### src/rtl/core_pkg.sv
// Shared register-file constants, types and scheduler state encoding.
// Optional forwarding build: define HAZARD_SCHED_FORWARD_EN to let ALU
// results (pending count 1) bypass through EX instead of stalling.
package core_pkg;

  localparam int NREG = 8;
  localparam int ADRW = 3;
  localparam int CNTW = 3;

`ifdef HAZARD_SCHED_FORWARD_EN
  // Only loads in flight (count >= 2) stall; ALU results are forwarded.
  localparam int HAZ_MIN = 2;
  localparam bit FWD_EN  = 1'b1;
`else
  // Any pending write stalls; no forwarding path.
  localparam int HAZ_MIN = 1;
  localparam bit FWD_EN  = 1'b0;
`endif

  typedef logic [ADRW-1:0]            reg_adr_t;
  typedef logic [CNTW-1:0]            cnt_t;
  typedef logic [NREG-1:0][CNTW-1:0]  cnt_vec_t;

  typedef enum logic [1:0] {
    RUN   = 2'd0,
    STALL = 2'd1,
    FLUSH = 2'd2
  } sched_state_t;

  // Pending count of one register out of the scoreboard vector.
  function automatic cnt_t pend_cnt(input cnt_vec_t vec, input reg_adr_t adr);
    return vec[adr];
  endfunction

endpackage

### src/rtl/hazard_chk.sv
// Per-operand check: does this source operand hazard, and is its producer
// an ALU result that becomes available through the EX forwarding path.
module hazard_chk
  import core_pkg::*;
(
  input  logic     use_i,
  input  reg_adr_t adr_i,
  input  cnt_vec_t cnt_vec_i,
  output logic     haz_o,
  output logic     alu_pend_o
);

  cnt_t cnt;

  // Look up the pending count and classify it against the stall threshold.
  always_comb begin
    cnt        = pend_cnt(cnt_vec_i, adr_i);
    haz_o      = use_i && (cnt >= cnt_t'(HAZ_MIN));
    alu_pend_o = use_i && (cnt == cnt_t'(1));
  end

endmodule

### src/rtl/hazard_sched.sv
// Decode-stage issue scheduler: issue, stall IF/ID, or flush after a taken
// branch, and mark the scoreboard only for instructions that really issue.
// Build option: HAZARD_SCHED_FORWARD_EN (see core_pkg) enables forwarding.
//
// Handshake: the ID instruction is consumed on a cycle with issue=1; while
// stall_id=1 it stays in ID unchanged and is re-evaluated next cycle; while
// flush_decode=1 it is squashed and never marks the scoreboard.
module hazard_sched
  import core_pkg::*;
#(
  parameter int FLUSH_CYCLES = 1,
  parameter int MAX_STALL    = 7,
  parameter int PERFW        = 16
) (
  input  logic             clk,
  input  logic             reset,
  input  logic             id_valid,
  input  logic             id_rs_use,
  input  reg_adr_t         id_rs_adr,
  input  logic             id_rt_use,
  input  reg_adr_t         id_rt_adr,
  input  logic             id_regwrite,
  input  logic             id_from_mem,
  input  reg_adr_t         id_rd_adr,
  input  logic             branch_taken,
  input  cnt_vec_t         register_invalid,
  output logic             stall_if,
  output logic             stall_id,
  output logic             flush_decode,
  output logic             issue,
  output logic             regwrite_cur,
  output logic             from_main_mem_id,
  output reg_adr_t         regwrite_adr_id,
  output logic             fwd_rs,
  output logic             fwd_rt,
  output logic             hazard_timeout,
  output logic [PERFW-1:0] stall_count,
  output sched_state_t     dbg_state
);

  // Wide enough to hold MAX_STALL+1 so "exceeds" is representable.
  localparam int SCW = $clog2(MAX_STALL + 2);
  localparam logic [1:0] FLUSH_LOAD = 2'(FLUSH_CYCLES);

  sched_state_t     state_q, state_d;
  logic [1:0]       flush_q, flush_d;
  logic [SCW-1:0]   consec_q, consec_d;
  logic [PERFW-1:0] stall_cnt_q, stall_cnt_d;
  logic             timeout_q, timeout_d;

  logic rs_haz, rs_alu, rt_haz, rt_alu, hazard;

  hazard_chk u_chk_rs (
    .use_i      (id_rs_use),
    .adr_i      (id_rs_adr),
    .cnt_vec_i  (register_invalid),
    .haz_o      (rs_haz),
    .alu_pend_o (rs_alu)
  );

  hazard_chk u_chk_rt (
    .use_i      (id_rt_use),
    .adr_i      (id_rt_adr),
    .cnt_vec_i  (register_invalid),
    .haz_o      (rt_haz),
    .alu_pend_o (rt_alu)
  );

  assign hazard = id_valid && (rs_haz || rt_haz);

  // Next-state and issue/stall/flush decision; branch beats hazard.
  always_comb begin
    state_d      = state_q;
    flush_d      = flush_q;
    stall_if     = 1'b0;
    stall_id     = 1'b0;
    flush_decode = 1'b0;
    issue        = 1'b0;
    if (!reset) begin
      unique case (state_q)
        RUN, STALL: begin
          if (branch_taken) begin
            flush_decode = 1'b1;
            if (FLUSH_CYCLES == 0) begin
              state_d = RUN;
            end else begin
              state_d = FLUSH;
              flush_d = FLUSH_LOAD;
            end
          end else if (hazard) begin
            stall_if = 1'b1;
            stall_id = 1'b1;
            state_d  = STALL;
          end else begin
            issue   = id_valid;
            state_d = RUN;
          end
        end
        FLUSH: begin
          flush_decode = 1'b1;
          if (branch_taken) begin
            flush_d = FLUSH_LOAD;
            state_d = (FLUSH_CYCLES == 0) ? RUN : FLUSH;
          end else if (flush_q <= 2'd1) begin
            flush_d = 2'd0;
            state_d = RUN;
          end else begin
            flush_d = flush_q - 2'd1;
          end
        end
        default: begin
          state_d = RUN;
          flush_d = 2'd0;
        end
      endcase
    end
  end

  // Scoreboard drive and forwarding flags follow the issue decision.
  always_comb begin
    regwrite_cur     = issue && id_regwrite;
    from_main_mem_id = id_from_mem;
    regwrite_adr_id  = id_rd_adr;
    fwd_rs           = FWD_EN && issue && rs_alu;
    fwd_rt           = FWD_EN && issue && rt_alu;
  end

  // Stall statistics: saturating totals, consecutive run and sticky timeout.
  always_comb begin
    stall_cnt_d = stall_cnt_q;
    consec_d    = '0;
    if (stall_id) begin
      if (stall_cnt_q != '1) stall_cnt_d = stall_cnt_q + 1'b1;
      consec_d = (consec_q == '1) ? consec_q : consec_q + 1'b1;
    end
    timeout_d = timeout_q || (consec_d > SCW'(MAX_STALL));
  end

  // State registers with synchronous reset.
  always_ff @(posedge clk) begin
    if (reset) begin
      state_q     <= RUN;
      flush_q     <= 2'd0;
      consec_q    <= '0;
      stall_cnt_q <= '0;
      timeout_q   <= 1'b0;
    end else begin
      state_q     <= state_d;
      flush_q     <= flush_d;
      consec_q    <= consec_d;
      stall_cnt_q <= stall_cnt_d;
      timeout_q   <= timeout_d;
    end
  end

  assign hazard_timeout = timeout_q;
  assign stall_count    = stall_cnt_q;
  assign dbg_state      = state_q;

endmodule

### config.mk
export PLATFORM = sky130hd
export DESIGN_NAME = hazard_sched
export DESIGN_NICKNAME = d
export VERILOG_FILES = /design/src/rtl/core_pkg.sv /design/src/rtl/hazard_chk.sv /design/src/rtl/hazard_sched.sv
export SDC_FILE = /design/constraint.sdc
export NUM_CORES = 1
export LEC_CHECK = 0
export CORE_MARGIN = 10
export CORE_UTILIZATION = 47
export CTS_CLUSTER_SIZE = 14
export DETAILED_ROUTE_END_ITERATION = 12
export HOLD_SLACK_MARGIN = 0.06
export PLACE_DENSITY = 0.87
export SYNTH_ARGS = -nofsm -noshare
export SYNTH_HDL_FRONTEND = slang
export SYNTH_HIERARCHICAL = 1
export SYNTH_SLANG_ARGS = --single-unit
### constraint.sdc
create_clock -name clk -period 4.4 [get_ports clk]
set_input_delay 0.88 -clock clk [delete_from_list [all_inputs] [get_ports clk]]
set_output_delay 0.88 -clock clk [all_outputs]
set_load 0.03 [all_outputs]
-- Word level (Yosys, flattened, before mapping)
Index checks and enable logic that the tools add are counted.
- output and inout bits: 30
- register bits: 25
- input port bits: 41
- logic and storage cells: 55
- add/sub/neg operators: 3
- equal/unequal tests: 6
- mux-type cells: 26
- $lt $le $gt $ge: 6
- reductions and logical operators: 9
- operator list (kind ; count):
    $bmux W3 S3 ; 2
    $add A16 B1 Y16 const B ; 1
    $ne A16 B16 Y1 const B ; 1
    $mux W2 ; 6
    $mux W1 ; 11
    $lt A3 B4 Y1 const B ; 2
    $mux W4 ; 2
    $pmux W2 S2 ; 2
    $ge A3 B1 Y1 const B ; 2
    $mux W3 ; 2
    $add A4 B1 Y4 const B ; 1
    $eq A4 B4 Y1 const B ; 1
    $gt A4 B3 Y1 const B ; 1
    $logic_and A1 B1 Y1 ; 4
    $ne A3 B3 Y1 const B ; 1
    $eq A2 B1 Y1 const B ; 1
    $eq A2 B2 Y1 const B ; 1
    $le A2 B1 Y1 const B ; 1
    $logic_not A2 Y1 ; 1
    $logic_or A1 B1 Y1 ; 2
    $ne A2 B2 Y1 const B ; 1
    $pmux W1 S2 ; 1
    $reduce_and A2 Y1 ; 1
    $reduce_or A2 Y1 ; 1
    $sub A2 B1 Y2 const B ; 1

-- Depth between registers and ports, before layout
Gate-level depths: netlist of run 1.
- depth in word-level cells: 13
- mapped depth: 10
- gate-level depth less buffers: 9

-- Cells and area by module
The synthesis of run 1 kept the hierarchy.
- by module, submodules not included (module ; sequential area each (µm²) ; instances ; area each (µm²) ; cells each):
    hazard_sched ; 500.5 ; 1 ; 1287.5 ; 146
    hazard_chk ; 0.0 ; 2 ; 224.0 ; 29

-- Worst setup path before layout of run 1
No wires, ideal clock.
- kind: in2out
- start: input id_rt_adr[1]
- end: output stall_if
- stages: 8
- slack: 903 ps
- buffers on the path: 2
- arrival: 2617 ps
- required time: 3520 ps
- path through: buf_6 mux4_2 mux2i_1 a41oi_1 or2_2 nand2_2 inv_1 buf_4
- cells in the longest elaborated chain, start to end: 10
- ends and longest elaborated chain (element ; line ; RTL):
    from (decl) ; hazard_sched.sv:21 ; input reg_adr_t id_rt_adr,
    $bmux W3 S3 ; core_pkg.sv:32 ; return vec[adr];
    $mux W3 (not written as such) ; core_pkg.sv:32 ;
    $ge A3 B1 Y1 ; hazard_chk.sv:18 ; haz_o = use_i && (cnt >= cnt_t'(HAZ_MIN));
    $logic_and A1 B1 Y1 ; hazard_chk.sv:18 ;
    net rt_haz ; hazard_sched.sv:51 ; logic rs_haz, rs_alu, rt_haz, rt_alu, hazard;
    $logic_or A1 B1 Y1 ; hazard_sched.sv:69 ; assign hazard = id_valid && (rs_haz || rt_haz);
    $logic_and A1 B1 Y1 ; hazard_sched.sv:69 ;
    $mux W1 (4 in series) ; - ;
    to (decl) ; hazard_sched.sv:27 ; output logic stall_if,
The timed path passes the listed nets, and every way through them passes these cells. The select of a mux whose other input is x is not followed.

-- Worst setup path in the final report of run 1
- start: input id_rt_adr[1]
- end: output regwrite_cur
- cells in the longest elaborated chain, start to end: 11
- ends and longest elaborated chain (element ; line ; RTL):
    $bmux W3 S3 ; core_pkg.sv:32 ;
    $mux W3 (not written as such) ; core_pkg.sv:32 ;
    $ge A3 B1 Y1 ; hazard_chk.sv:18 ;
    $logic_and A1 B1 Y1 ; hazard_chk.sv:18 ;
    net rt_haz ; hazard_sched.sv:51 ;
    $logic_or A1 B1 Y1 ; hazard_sched.sv:69 ;
    $logic_and A1 B1 Y1 ; hazard_sched.sv:69 ;
    $mux W1 ; hazard_sched.sv:90 ; end else if (hazard) begin
    $mux W1 ; hazard_sched.sv:82 ; if (branch_taken) begin
    $mux W1 ; hazard_sched.sv:80 ; unique case (state_q)
    $mux W1 ; hazard_sched.sv:79 ; if (!reset) begin
    $logic_and A1 B1 Y1 ; hazard_sched.sv:121 ; regwrite_cur = issue && id_regwrite;
    to (decl) ; hazard_sched.sv:31 ; output logic regwrite_cur,
The timed path passes the listed nets, and every way through them passes these cells. The select of a mux whose other input is x is not followed.

==> out/metrics.yaml, run 1 <==
run_status:
  status: "finished, final reports clean"
die:
  rows: 21
  fp.coreArea_um2: 3360
  fp.dieW_um: 79.3
  dieArea_um2: 6300
  initial_core_util: 0.492
  io-pin-count: 71
  chipHeight_um: 79.3
critical_path:
  cp.required_ps: 3520
  worstPathArrival_ps: 3330
  crit_start: "id_rt_adr[1]"
  rr_worst_depth: 5
  rrSetupSlack_ps: 2490
  r2r_end: "stall_count[4]$_SDFFE_PP0P_"
  end_kind: "primary output"
  worstSetupStartpointType: "primary input"
  cp_max_fo: 3
  worstSetupPathType: "in -> out"
  crit_end: "regwrite_cur"
  r2r_start: "stall_count[0]$_SDFFE_PP0P_"
timing:
  timing.setup.tns_ps: 0
  drv_slew: 0
  fin_crit_ps: 4210
  finalHoldViolations: 0
  setup_viol: 0
  finClkSkew_ps: 3.91
  slew_headroom: 0.644
  fin_crit_sh: 0.956
  layout_setup_ws_ps: 194
  max_freq_mhz: 238
  worst_pin_slew_ps: 527
  rsz0062_at_grt: "false"
pwr:
  p_leak_nw: 0.855
  irDropWorstVdd_uv: 159
  power_density_nw_per_um2: 193
  p_total_w: 0.000433
drt:
  wl_per_cell_um: 15.7
  num_vias: 1670
  met1_length_mm: 1.79
  initialDrtViolationCount: 123
  top_layer_used: "met4"
  wl_met3_um: 295
  drc: 0
  antenna_left: 0
  viasPerCell: 5.74
  routed-wl-met2_mm: 2.41
  routed_wl_mm: 4.58
  first_pass_iters: 4
cts:
  clk_pin_slew_worst_paths_ps: 140
  clkLatencyLatePin_ps: 320
  numCtsBuffers: 3
  cts_root_buf: "clkbuf_4"
  cts_hold_buffers: 0
  cts.sinks: 25
  clk_path_buf_depth: 2
  h-tree-depth: 1
  cts_tree: "done"
final_layout:
  layout_common_cells: "clkdlybuf4s50_1, dfxtp_1, nor2_1"
  area.growth.synth_to_final_pct: 35.3
  filler_cell_count: 290
  stdcell_area_um2: 2240
  final_common_cell: "clkdlybuf4s50_1"
  nets: 289
  drive_gt1_frac: 0.0857
  num_antenna_cells: 0
hold_path:
  worstHoldPathType: "reg -> reg"
global_route:
  grt_max_degree: 20
  grt_pass1_wl_mm: 7.47
  grt_pass1_vias: 1512
  grt_usage: 0.145
  gr-total-overflow: 0
  antenna_found_initial: 0
synthesis:
  synth-warning-count: 6
  syn_avg_cell_area_um2: 8.45
  synthCells: 196
  syn-cell-area_um2: 1660
placed_design:
  place_area_um2: 2210
  hpwl_mm: 3.67
  place_ws_ps: 160
  gp_congestion: 0.879
  numPortBuffers: 60
job:
  maxCapViolCount: 0
power breakdown:
group / leakage [nW] / internal (W) / total (W) / switching [W]
logic: 0.635 / 0.0000538 / 0.0000970 / 0.0000432
clock network: 0.0177 / 0.0000341 / 0.000104 / 0.0000703
registers: 0.202 / 0.000229 / 0.000232 / 0.00000316
total: 0.855 / 0.000317 / 0.000433 / 0.000117
critical path, cell delays in order:
cell             delay (ps)
clkdlybuf4s50_1         550
mux4_2                  520
mux2i_1                 140
a41oi_1                 160
nor2_1                  210
and3_1                  180
clkdlybuf4s50_1         690
state kept, by name (all words and copies together), names as in the netlist:
signal	count
dbg_state	2
hazard_timeout	1
stall_count	16
flush_q	2
consec_q	4
timing repair:
| action | CTS | global route |
|---|---|---|
| buffers inserted | 0 | 0 |
| endpoints found under the setup margin | 0 | 2 |
| resized for setup | 0 | 2 |
metal layers:
metal / vias to the layer above / track usage
met4: 0 / 0.0430
li1: 838 / -
met5: - / 0
met1: 778 / 0.170
met2: 48 / 0.250
met3: 6 / 0.0394
final cells by class:
cell class              instances  area, µm²  share of cell area
flip-flops and latches         25        500               0.223
well taps                      46       57.6              0.0257
repair buffers                 64        633               0.283
clock inverters                 1       5.00             0.00223
clock buffers                   3       22.5              0.0101
inverters                      11       41.3              0.0184
multi-input cells             141        980               0.437
worst min-delay path by stage:
stage                                end  slack (ps)  depth (start not counted)                      start
6_report       hazard_timeout$_SDFF_PP0_         480                          2  hazard_timeout$_SDFF_PP0_
5_1_grt        hazard_timeout$_SDFF_PP0_         510                          2  hazard_timeout$_SDFF_PP0_
4_1_cts        hazard_timeout$_SDFF_PP0_         490                          2  hazard_timeout$_SDFF_PP0_
3_5_place_dp   hazard_timeout$_SDFF_PP0_         460                          2  hazard_timeout$_SDFF_PP0_
3_3_place_gp   hazard_timeout$_SDFF_PP0_         450                          2  hazard_timeout$_SDFF_PP0_
2_1_floorplan    flush_q[1]$_SDFFE_PP0P_         470                          1    flush_q[1]$_SDFFE_PP0P_
through the flow:
stage / hold WS (ps) / std cells / utilization
finish: 482 / 291 / 0.666
global route: 511 / 291 / 0.666
CTS: 491 / 291 / 0.664
detailed placement: 458 / 287 / 0.656
global placement: 451 / 287 / 0.656
floorplan: 475 / 197 / -
(Power assumes the default switching activity.)
==> run 2: changes to the inputs <==
--- a/config.mk
+++ b/config.mk
@@ -5,6 +5,7 @@
 export SDC_FILE = /design/constraint.sdc
 export NUM_CORES = 1
 export LEC_CHECK = 0
+export CORE_ASPECT_RATIO = 2
 export CORE_MARGIN = 10
 export CORE_UTILIZATION = 47
 export CTS_CLUSTER_SIZE = 14
==> out/metrics.yaml, run 2 (synthesized netlist as in run 1, its figures left out) <==
global_route:
  gr-total-overflow: 0
  grt_pass1_vias: 1799
  antenna_found_initial: 0
  grt_usage: 0.159
  grt_max_degree: 20
  grt_pass1_wl_mm: 8.20
placed_design:
  gp_congestion: 0.935
  hpwl_mm: 4.11
  numPortBuffers: 60
  place_inst: 273
critical_path:
  worstSetupPathType: "in -> out"
  cp_top_family: "buffers and inverters"
  cp_max_fo: 3
  crit_path_frequent_cell: "clkdlybuf4s50_1"
  path_cells: "clkdlybuf4s50_1 -> mux4_2 -> mux2i_1 -> a41oi_1 -> nor2_1 -> and3_1 -> clkdlybuf4s50_1"
  worstSetupStartpointType: "primary input"
  end_kind: "primary output"
  cp.required_ps: 3520
  crit_path_top_delay_cell: "clkdlybuf4s50_1"
  worstPathArrival_ps: 3320
  path_buf_inv: 2
  critPathMaxStageDelay_ps: 690
run_status:
  status: "finished, final reports clean"
final_layout:
  num_antenna_cells: 0
  filler_cell_count: 296
  area.growth.synth_to_final_pct: 35.4
  layout_common_cells: "clkdlybuf4s50_1, dfxtp_1, nor2_1"
  nets: 289
  drive_gt1_frac: 0.0857
  fin_cells: 277
  final_common_cell: "clkdlybuf4s50_1"
  largest_reg_flops: 16
  post-route-util: 0.663
die:
  fp.dieW_um: 62.0
  initial_core_util: 0.490
  fp.coreArea_um2: 3380
  io-pin-count: 71
  dieArea_um2: 6440
  chipHeight_um: 104
  rows: 30
drt:
  initialDrtViolationCount: 45
  routed_wl_mm: 5.03
  num_vias: 1745
  first_pass_iters: 4
  viasPerCell: 6.30
  wl_per_cell_um: 18.2
  antenna_left: 0
  drc: 0
cts:
  cts_root_buf: "clkbuf_8"
  cts_hold_buffers: 0
  cts.sinks: 25
  clkLatencyLatePin_ps: 280
  numCtsBuffers: 3
  h-tree-depth: 1
  clk_path_buf_depth: 2
  clk_pin_slew_worst_paths_ps: 90
  cts_setup_buffers: 0
  cts_resized: 0
  cts_tree: "done"
timing:
  fin_crit_ps: 4200
  drv_slew: 0
  rsz0062_at_grt: "false"
  fin_crit_sh: 0.956
  timing.hold.ws_ps: 486
  max_freq_mhz: 238
  finalHoldViolations: 0
  worst_pin_slew_ps: 663
  slew_headroom: 0.552
  setup_viol: 0
  finClkSkew_ps: 6.47
  timing.setup.tns_ps: 0
pwr:
  clock_power_share: 0.299
  p_int_w: 0.000346
  irDropWorstVdd_uv: 131
  p_leak_nw: 0.863
  p_comb_frac: 0.210
  swShare: 0.266
  power_density_nw_per_um2: 210
  seq_power_share: 0.491
  p_switching_w: 0.000126
job:
  maxCapViolCount: 0
hold_path:
  worstHoldPathType: "reg -> reg"
[run 2: cell counts in the layout (fill, tap and decap cells not counted)]
No cell type changed its count.
[run 2: routing by layer]
metal | GRT usage | part of all wire | vias to the layer above
li1 | - | - | 843
met1 | 0.147 | 0.33 | 800
met2 | 0.274 | 0.54 | 87
met3 | 0.0636 | 0.092 | 15
met4 | 0.0884 | 0.031 | 0
met5 | 0 | 0 | -
[run 2: final timing paths]
path	start	to	slack [ps]	cells past startpoint
setup / recovery	id_rt_adr[1]	regwrite_cur	200	7
hold / removal	hazard_timeout$_SDFF_PP0_	hazard_timeout$_SDFF_PP0_	490	2
setup reg to reg	stall_count[0]$_SDFFE_PP0P_	stall_count[1]$_SDFFE_PP0P_	2460	5
hold reg to reg	hazard_timeout$_SDFF_PP0_	hazard_timeout$_SDFF_PP0_	490	2
[run 2: layout make-up]
class	count	area, µm²	area share
Clock buffer	3	41.3	0.0184
Clock inverter	1	5.00	0.00223
Inverter	11	41.3	0.0184
Multi-Input combinational cell	141	980	0.437
Sequential cell	25	500	0.223
Tap cell	32	40.0	0.0179
Timing Repair Buffer	64	633	0.283
[run 2: stage by stage]
| stage | area (µm²) | total power, W | worst slack, ps |
|---|---|---|---|
| 2_1_floorplan | 1660 | 0.000296 | 939 |
| 3_3_place_gp | 2190 | 0.000333 | 209 |
| 3_5_place_dp | 2190 | 0.000335 | 144 |
| 4_1_cts | 2240 | 0.000469 | 131 |
| 5_1_grt | 2240 | 0.000488 | 30.6 |
| 6_report | 2240 | 0.000472 | 195 |
[run 2: worst reg2reg max path: stages (launching register included)]
cell and delay (ps):
dfxtp_1 420, ha_1 210, and4_1 280, and4_1 580, o21ai_0 200, a21oi_1 190
[run 2: power by group through the flow]
stage / Clock [W] / Combinational [W] / Sequential [W]
global placement: 0 / 0.0000964 / 0.000237
floorplan: 0 / 0.0000584 / 0.000238
finish: 0.000141 / 0.0000989 / 0.000232
CTS: 0.000139 / 0.0000988 / 0.000232
global route: 0.000149 / 0.000107 / 0.000232
detailed placement: 0 / 0.0000985 / 0.000237
